File: src/rtl/i2c_mem_slave_burst_pkg.sv
// Shared definitions for the burst I2C memory slave: FSM states, bus-level
// constants and the address helper used at the end of the address byte.
package i2c_mem_slave_burst_pkg;

  typedef enum logic [3:0] {
    ST_IDLE,
    ST_ADDR,
    ST_ADDR_ACK,
    ST_PTR,
    ST_PTR_ACK,
    ST_WDATA,
    ST_WDATA_ACK,
    ST_RDATA,
    ST_RDATA_ACK,
    ST_WAIT_STOP
  } state_t;

  // Open-drain levels as seen on SDA.
  localparam logic SDA_ACK     = 1'b0;
  localparam logic SDA_NACK    = 1'b1;
  localparam logic SDA_RELEASE = 1'b1;

  // Bus addresses known to this slave.
  localparam logic [6:0] ADDR_GENERAL_CALL = 7'h00;
  localparam logic [6:0] ADDR_MEM_BURST    = 7'h1F;

  // General call is never claimed, even if the slave address is set to it.
  function automatic logic addr_hit(input logic [6:0] addr, input logic [6:0] own);
    return (addr == own) && (addr != ADDR_GENERAL_CALL);
  endfunction

endpackage

File: src/rtl/i2c_bus_monitor.sv
// Oversamples SCL/SDA on the system clock: synchroniser chain, one edge
// register, and decode of SCL edges plus START/STOP conditions.
module i2c_bus_monitor #(
  parameter int SYNC_STAGES = 2
) (
  input  logic clk,
  input  logic rst,
  input  logic scl_raw,
  input  logic sda_raw,
  output logic sda_s,
  output logic scl_rise,
  output logic scl_fall,
  output logic start_det,
  output logic stop_det
);

  logic [SYNC_STAGES-1:0] scl_sync;
  logic [SYNC_STAGES-1:0] sda_sync;
  logic                   scl_s;
  logic                   scl_q;
  logic                   sda_q;

  // Synchronise both lines and keep the previous synced value for edge decode;
  // reset to the idle-bus level so leaving reset never looks like an edge.
  // NOTE: sequential state uses <= so every flop samples the pre-edge value of its neighbour.
  always_ff @(posedge clk or posedge rst) begin
    if (rst) begin
      scl_sync <= '1;
      sda_sync <= '1;
      scl_q    <= 1'b1;
      sda_q    <= 1'b1;
    end else begin
      scl_sync <= {scl_sync[SYNC_STAGES-2:0], scl_raw};
      sda_sync <= {sda_sync[SYNC_STAGES-2:0], sda_raw};
      scl_q    <= scl_s;
      sda_q    <= sda_s;
    end
  end

  assign scl_s     = scl_sync[SYNC_STAGES-1];
  assign sda_s     = sda_sync[SYNC_STAGES-1];
  assign scl_rise  =  scl_s & ~scl_q;
  assign scl_fall  = ~scl_s &  scl_q;
  // SDA may only move while SCL is low; a move with SCL stable high is a bus condition.
  assign start_det =  scl_s &  scl_q &  sda_q & ~sda_s;
  assign stop_det  =  scl_s &  scl_q & ~sda_q &  sda_s;

endmodule

File: src/rtl/i2c_mem_slave_burst.sv
// I2C memory slave with register pointer and auto-incrementing burst
// read/write. SDA is changed only on SCL falls; bits are sampled on SCL rises.
module i2c_mem_slave_burst
  import i2c_mem_slave_burst_pkg::*;
#(
  parameter logic [6:0] SLAVE_ADDR  = ADDR_MEM_BURST,
  parameter int         MEM_DEPTH   = 64,
  parameter int         PTR_W       = $clog2(MEM_DEPTH),  // derived; leave at default
  parameter int         SYNC_STAGES = 2
) (
  input  logic             clk,
  input  logic             rst,
  input  logic             SCL_I,
  input  logic             SDA_I,
  output logic             SDA_O,
  output logic             busy,
  output logic             wr_pulse,
  output logic             rd_pulse,
  output logic [PTR_W-1:0] ptr
);

  logic       sda_s, scl_rise, scl_fall, start_det, stop_det;
  state_t     state, state_nxt;
  logic [2:0] bit_cnt;
  logic [7:0] shift;
  logic [7:0] rx_byte;
  logic       last_bit;
  logic [7:0] mem [MEM_DEPTH];

  // Control strobes from the FSM to the datapath.
  logic cnt_clr, cnt_inc;
  logic shift_in, shift_out, load_rd;
  logic wr_en, ptr_set, ptr_inc;
  logic sda_set, sda_val;
  logic busy_set, busy_clr;

  i2c_bus_monitor #(
    .SYNC_STAGES (SYNC_STAGES)
  ) u_mon (
    .clk       (clk),
    .rst       (rst),
    .scl_raw   (SCL_I),
    .sda_raw   (SDA_I),
    .sda_s     (sda_s),
    .scl_rise  (scl_rise),
    .scl_fall  (scl_fall),
    .start_det (start_det),
    .stop_det  (stop_det)
  );

  // Byte completed by the current SCL rise, and whether that rise is the 8th.
  assign rx_byte  = {shift[6:0], sda_s};
  assign last_bit = (bit_cnt == 3'd7);

  // FSM state register.
  always_ff @(posedge clk or posedge rst) begin
    if (rst) state <= ST_IDLE;
    else     state <= state_nxt;
  end

  // Next state and datapath strobes; bus conditions outrank bit handling.
  // NOTE: every signal gets a default first, so no path through the case can infer a latch.
  always_comb begin
    state_nxt = state;
    cnt_clr   = 1'b0;
    cnt_inc   = 1'b0;
    shift_in  = 1'b0;
    shift_out = 1'b0;
    load_rd   = 1'b0;
    wr_en     = 1'b0;
    ptr_set   = 1'b0;
    ptr_inc   = 1'b0;
    sda_set   = 1'b0;
    sda_val   = SDA_RELEASE;
    busy_set  = 1'b0;
    busy_clr  = 1'b0;

    if (stop_det) begin
      state_nxt = ST_IDLE;
      cnt_clr   = 1'b1;
      sda_set   = 1'b1;
      busy_clr  = 1'b1;
    end else if (start_det) begin
      // Repeated START keeps ptr so a pointer write can be followed by a read.
      state_nxt = ST_ADDR;
      cnt_clr   = 1'b1;
      sda_set   = 1'b1;
    end else begin
      case (state)
        ST_ADDR: begin
          if (scl_rise) begin
            shift_in = 1'b1;
            cnt_inc  = 1'b1;
            if (last_bit) begin
              if (addr_hit(shift[6:0], SLAVE_ADDR)) begin
                state_nxt = ST_ADDR_ACK;
                busy_set  = 1'b1;
              end else begin
                state_nxt = ST_WAIT_STOP;
                busy_clr  = 1'b1;
              end
            end
          end
        end
        ST_ADDR_ACK: begin
          // The R/W bit sits in shift[0] until the ACK clock completes.
          if (scl_fall) begin
            sda_set = 1'b1;
            sda_val = SDA_ACK;
          end else if (scl_rise) begin
            if (shift[0]) begin
              state_nxt = ST_RDATA;
              load_rd   = 1'b1;
            end else begin
              state_nxt = ST_PTR;
            end
          end
        end
        ST_PTR, ST_WDATA: begin
          // The first fall here closes the preceding ACK.
          if (scl_fall) begin
            sda_set = 1'b1;
          end else if (scl_rise) begin
            shift_in = 1'b1;
            cnt_inc  = 1'b1;
            if (last_bit) begin
              if (state == ST_PTR) begin
                ptr_set   = 1'b1;
                state_nxt = ST_PTR_ACK;
              end else begin
                wr_en     = 1'b1;
                ptr_inc   = 1'b1;
                state_nxt = ST_WDATA_ACK;
              end
            end
          end
        end
        ST_PTR_ACK, ST_WDATA_ACK: begin
          if (scl_fall) begin
            sda_set = 1'b1;
            sda_val = SDA_ACK;
          end else if (scl_rise) begin
            state_nxt = ST_WDATA;
          end
        end
        ST_RDATA: begin
          // Each fall presents the next bit MSB first, starting with the fall
          // that closes the ACK which loaded the byte.
          if (scl_fall) begin
            shift_out = 1'b1;
            sda_set   = 1'b1;
            sda_val   = shift[7];
          end else if (scl_rise) begin
            cnt_inc = 1'b1;
            if (last_bit) begin
              ptr_inc   = 1'b1;
              state_nxt = ST_RDATA_ACK;
            end
          end
        end
        ST_RDATA_ACK: begin
          if (scl_fall) begin
            sda_set = 1'b1;
          end else if (scl_rise) begin
            if (sda_s == SDA_NACK) begin
              state_nxt = ST_WAIT_STOP;
            end else begin
              load_rd   = 1'b1;
              state_nxt = ST_RDATA;
            end
          end
        end
        ST_WAIT_STOP: begin
          if (scl_fall) sda_set = 1'b1;
        end
        default: ;
      endcase
    end
  end

  // Bit counter, shift register, pointer, SDA drive, busy flag and strobes.
  always_ff @(posedge clk or posedge rst) begin
    if (rst) begin
      bit_cnt  <= '0;
      shift    <= '0;
      ptr      <= '0;
      SDA_O    <= SDA_RELEASE;
      busy     <= 1'b0;
      wr_pulse <= 1'b0;
      rd_pulse <= 1'b0;
    end else begin
      wr_pulse <= wr_en;
      rd_pulse <= load_rd;

      if (cnt_clr)      bit_cnt <= '0;
      else if (cnt_inc) bit_cnt <= bit_cnt + 3'd1;

      if (shift_in)       shift <= rx_byte;
      else if (shift_out) shift <= {shift[6:0], 1'b0};
      else if (load_rd)   shift <= mem[ptr];

      if (ptr_set)      ptr <= rx_byte[PTR_W-1:0];
      else if (ptr_inc) ptr <= ptr + PTR_W'(1);

      if (sda_set) SDA_O <= sda_val;

      if (busy_set)      busy <= 1'b1;
      else if (busy_clr) busy <= 1'b0;
    end
  end

  // Byte store, written at the 8th rise of a data byte at the pre-increment pointer.
  // NOTE: the array is reset element by element because it must read back zero after reset; that keeps it in flops.
  always_ff @(posedge clk or posedge rst) begin
    if (rst) begin
      for (int i = 0; i < MEM_DEPTH; i++) mem[i] <= '0;
    end else if (wr_en) begin
      mem[ptr] <= rx_byte;
    end
  end

endmodule

File: config.mk
export PLATFORM = sky130hd
export DESIGN_NAME = i2c_mem_slave_burst
export DESIGN_NICKNAME = d
export VERILOG_FILES = /design/src/rtl/i2c_mem_slave_burst_pkg.sv /design/src/rtl/i2c_bus_monitor.sv /design/src/rtl/i2c_mem_slave_burst.sv
export SDC_FILE = /design/constraint.sdc
export NUM_CORES = 1
export LEC_CHECK = 0
export ABC_AREA = 1
export CAP_MARGIN = 30
export CORE_MARGIN = 2
export CORE_UTILIZATION = 56
export DETAILED_ROUTE_END_ITERATION = 10
export PLACE_DENSITY = 0.7
export SYNTH_ARGS = -nofsm -noshare
export SYNTH_HDL_FRONTEND = slang
export SYNTH_SLANG_ARGS = --single-unit
File: constraint.sdc
create_clock -name clk -period 28.3 [get_ports clk]
set_clock_uncertainty 0.05 [all_clocks]
set_input_delay 8.49 -clock clk [delete_from_list [all_inputs] [get_ports clk]]
set_output_delay 8.49 -clock clk [all_outputs]
set_load 0.03 [all_outputs]
Word-level counts from Yosys, hierarchy flattened
Cells that the tools add are included.
W data, S select, Z words.
{"block": "word_totals", "wordCells": 230, "regBits": 543}
{"block": "op_classes", "n_lt_le_gt_ge": 2, "reduce_logical": 14, "n_bitwise": 12, "muxes": 99, "eq_ne": 25, "addsub": 2}
{"cell": "$bwmux W512", "n": 1}
{"cell": "$mux W4", "n": 18}
{"cell": "$mux W1", "n": 60}
{"cell": "$ne A4 B4 Y1 const B", "n": 14}
{"cell": "$bmux W8 S6", "n": 1}
{"cell": "$demux W8 S6", "n": 1}
{"cell": "$mux W8", "n": 6}
{"cell": "$pmux W4 S6", "n": 1}
{"cell": "$eq A4 B3 Y1 const B", "n": 4}
{"cell": "$reduce_and A15 Y1", "n": 1}
{"cell": "$mux W6", "n": 2}
{"cell": "$pmux W1 S2", "n": 5}
{"cell": "$mux W3", "n": 3}
{"cell": "$eq A4 B2 Y1 const B", "n": 2}
{"cell": "$eq A4 B4 Y1 const B", "n": 2}
{"cell": "$reduce_bool A8 Y1", "n": 1}
{"cell": "$reduce_or A8 Y1", "n": 1}
{"cell": "$and A1 B1 Y1", "n": 7}
{"cell": "$eq A7 B5 Y1 const B", "n": 1}
{"cell": "$ge A7 B7 Y1 const B", "n": 1}
{"cell": "$lt A7 B1 Y1 const B", "n": 1}
{"cell": "$not A6 Y7", "n": 1}
{"cell": "$reduce_bool A7 Y1", "n": 1}
{"cell": "$add A6 B1 Y6 const B", "n": 1}
{"cell": "10 further kinds", "n": 18}

Longest topological paths before layout
{"block": "depth", "ltp_word": 10, "mapped_depth": 13}

By module
A second synthesis with hierarchy kept.
{"block": "hier_totals", "cells_unflattened": 3089, "hier_area_um2": 24846.3}
{"module": "i2c_mem_slave_burst", "instances": 1, "area_each_um2": 24643.6, "cells_per_inst": 3071}
{"module": "i2c_bus_monitor", "instances": 1, "area_each_um2": 202.7, "cells_per_inst": 18}

Least setup slack after synthesis
Ideal clock, no wire load.
{"block": "synth_timing", "path_type": "flip-flop to output port", "start": "register SDA_O", "end": "output port SDA_O", "slack_ps": 19164, "t_required_ps": 19760, "arrival_time_ps": 596, "path_stages_with_launch": 1, "path_cell_list": "dfstp_2"}
{"element": "start: declaration", "line_no": "i2c_mem_slave_burst.sv:15", "rtl": "output logic SDA_O,"}
{"element": "start signal: assignment", "line_no": "i2c_mem_slave_burst.sv:205", "rtl": "if (sda_set) SDA_O <= sda_val;"}
No word-level cell between the ends.

Worst setup path in the final report
{"block": "layout_timing", "start": "register ptr[1]", "end": "output port ptr[1]"}
{"element": "start: declaration", "line_no": "i2c_mem_slave_burst.sv:19", "rtl": "output logic [PTR_W-1:0] ptr"}
{"element": "start signal: assignment", "line_no": "i2c_mem_slave_burst.sv:202", "rtl": "if (ptr_set) ptr <= rx_byte[PTR_W-1:0];"}
{"element": "start signal: assignment", "line_no": "i2c_mem_slave_burst.sv:203", "rtl": "else if (ptr_inc) ptr <= ptr + PTR_W'(1);"}
No word-level cell between the ends.

==> flow_summary.json <==
{
  "slowest_stage": "clkdlybuf4s50_1",
  "clock_sinks": 543,
  "synth_nets": 3052,
  "avgSynthCellArea_sq_um": 8.26,
  "end_kind": "output pin",
  "layout_common_cells": "nand2_1, o21ai_0, dfrtp_1",
  "setup_tns_ns": 0,
  "grt_max_degree": 192,
  "hold_buffers": 0,
  "routed_via_density": 5.67,
  "clockBufferDepth": 3,
  "yosys.area_share.simple_pct": 19.6,
  "insertedDiodeCount": 0,
  "relSlewSlack_pct": 23.5,
  "async_reset_ff_share_pct": 100,
  "dieArea_sq_um": 46600,
  "drt_pass1_iterations": 6,
  "hold_path.startpoint": "u_mon.sda_sync[0]$_DFF_PP1_",
  "core-area_sq_um": 44300,
  "synth_top_family_by_area": "compound AO/OA/AOI/OAI gates",
  "gp_congestion": 0.850,
  "remaining_drc_errors": 0,
  "grt_pass1_vias": 19500,
  "setup_violations": 0,
  "layout_min_cycle_time_ns": 10.84,
  "cts_tree": "built",
  "worstPathRequired_ns": 19.76,
  "synth_edf_count": 0,
  "worstPathArrival_ns": 2.30,
  "area.growth.synth_to_final_pct": 8.99,
  "ys_seq_area_share_pct": 54.1,
  "path_buf_inv": 1,
  "yosysUniqueCellTypes": 38,
  "dp_slack_ns": 16.47,
  "grt_pass1_wl_mm": 107,
  "pin_count": 14,
  "utilization_pct": 61.8,
  "antenna_found_initial": 0,
  "finalHoldViolations": 0,
  "synth-compound-area-share_pct": 19.7,
  "tightest_slew_ns": 1.14,
  "p_per_area_nw_per_um2": 61.8,
  "grt_usage_pct": 29.0,
  "ys.flop_type": "dfrtp_1",
  "htree_num_levels": 2,
  "leakage_uw": 0.0123,
  "netlist_instances": 3045,
  "rsz0062_at_grt": "no",
  "final_nets": 2949,
  "fillCellCount": 3855,
  "netlist_area_sq_um": 25100,
  "status": "completed",
  "clock.fmax_mhz": 92.3,
  "path_delay_family": "buffers and inverters",
  "final_common_cell": "nand2_1",
  "drive_gt1_share_pct": 9.26,
  "fin_ws_ns": 17.46,
  "synth_xor_xnor_area_share_pct": 0.104,
  "r2r_cells": 8,
  "vias": 20300,
  "finalCritPeriodShare_pct": 38.3,
  "initial_core_util_pct": 56.7,
  "ctsResizeCount": 0,
  "hold-path-cell-count": 0,
  "routedWlPerCell_um": 18.4,
  "drt_iter0_markers": 2089,
  "ys_warn_count": 0,
  "die_w_um": 216,
  "hp-class": "flip-flop to flip-flop",
  "port_buffers": 13,
  "crit_type": "flip-flop to output pin",
  "die_h_um": 216,
  "crit_fanout": 10,
  "reg2reg_slack_ns": 24.60,
  "ys_ff_latch": 543,
  "clk_latency_ns": 0.62,
  "wl_mm": 65.8,
  "dp_hpwl_mm": 38.5,
  "peakVddDrop_mv": 0.0546,
  "cts_root_buf": "clkbuf_16",
  "critical_path.cell_chain": "clkdlybuf4s50_1",
  "reg2reg_from": "ptr[2]$_DFFE_PP0P_",
  "synth_mux_area_share_pct": 0,
  "timing.rr.end": "mem[65]$_DFFE_PP0P_",
  "report.final.slew_viol_count": 0,
  "hold_end": "u_mon.sda_sync[1]$_DFF_PP1_",
  "slowest_delay_ns": 0.91,
  "cts_inserted_buffers": 57,
  "grt_remaining_overflow": 0,
  "num_rows": 77,
  "synthAdderAreaFrac_pct": 0.149,
  "postCtsSetupBuffers": 0,
  "cap_violations": 0,
  "ant_nets": 0,
  "path_clk_slew_ns": 0.06,
  "start_kind": "flip-flop"
}
-- cell families after synthesis --
family | count (synthesis)
DFF | 543
AOI/OAI and AO/OA | 875
and+or+nand+nor | 1212
xor gates and xnor gates | 3
adders and majority gates | 3
buffers and inverters | 409
-- routing by layer --
layer  global-route usage (%)  vias to the layer above  wire, um
met4                     9.04                        0      1830
li1                         -                     9751         -
met5                        0                        -         0
met2                     45.1                      663     30100
met3                     4.17                      118      4430
met1                     42.3                     9784     29500
-- stage by stage --
stage	hold WS (ns)	instance area [sq um]	instances	power [uW]
3_3_place_gp	0.300	25500	3467	974
4_1_cts	0.307	27300	3579	1700
2_1_floorplan	0.295	25100	3045	917
6_report	0.307	27400	3582	1690
5_1_grt	0.317	27400	3582	1760
3_5_place_dp	0.299	25500	3472	977
-- how the worst max path moves through the flow --
stage / from / to / cells after the start
2_1_floorplan: rst / bit_cnt[0]$_DFFE_PP0P_ / 1
3_3_place_gp: rst / ptr[0]$_DFFE_PP0P_ / 4
3_5_place_dp: rst / ptr[0]$_DFFE_PP0P_ / 4
4_1_cts: rst / ptr[0]$_DFFE_PP0P_ / 4
5_1_grt: ptr[1]$_DFFE_PP0P_ / ptr[1] / 1
6_report: ptr[1]$_DFFE_PP0P_ / ptr[1] / 1
-- state kept, by name, summed over array words and instances (netlist names) --
register and flops:
u_mon.scl_q 1, bit_cnt 3, u_mon.scl_sync 2, mem 512
rd_pulse 1, u_mon.sda_q 1, wr_pulse 1, shift 8
busy 1, ptr 6, u_mon.sda_sync 2, SDA_O 1
state 4
-- Yosys cell counts, types with 2 or more instances --
| cell type | number | share of area (%) |
|---|---|---|
| nand2_4 | 8 | 0.36 |
| o211ai_1 | 114 | 3.4 |
| nor2_4 | 2 | 0.090 |
| o21ai_1 | 8 | 0.16 |
| nor2_1 | 234 | 3.5 |
| buf_2 | 7 | 0.14 |
| o22ai_1 | 8 | 0.20 |
| buf_6 | 8 | 0.36 |
| inv_1 | 190 | 2.8 |
| nand2_1 | 866 | 13 |
| o21ai_0 | 664 | 13 |
| dfstp_2 | 7 | 0.73 |
| a21oi_1 | 8 | 0.16 |
| clkinv_1 | 2 | 0.030 |
| nor2_8 | 2 | 0.16 |
| buf_1 | 8 | 0.12 |
| dfrtp_1 | 536 | 53 |
| nor3_1 | 8 | 0.16 |
| ha_1 | 3 | 0.15 |
| or2_2 | 32 | 0.80 |
| clkbuf_1 | 188 | 2.8 |
| nand3_1 | 44 | 0.88 |
| xor2_1 | 2 | 0.070 |
| inv_2 | 5 | 0.075 |
| o21ai_2 | 64 | 2.2 |
| o221ai_1 | 4 | 0.14 |
| nand4_1 | 7 | 0.17 |
| nor4_4 | 6 | 0.51 |
-- cell type report --
type                       count  area (sq um)  area share (%)
timing repair buffer          49           500            1.83
clock inverter                23           150           0.548
clock buffer                  84          1670            6.09
sequential                   543         13600            49.6
tap                          592           741            2.70
multi-input combinational   2093          9990            36.4
inverter                     198           756            2.76
-- report_power, final --
part / leakage [uW] / internal [uW] / total, uW / switching, uW
registers: 0.00755 / 787 / 797 / 10.2
logic: 0.00384 / 25.7 / 170 / 144
clock network: 0.000914 / 417 / 728 / 311
total: 0.0123 / 1230 / 1690 / 465
No activity file was read; power rests on OpenSTA's default activity.
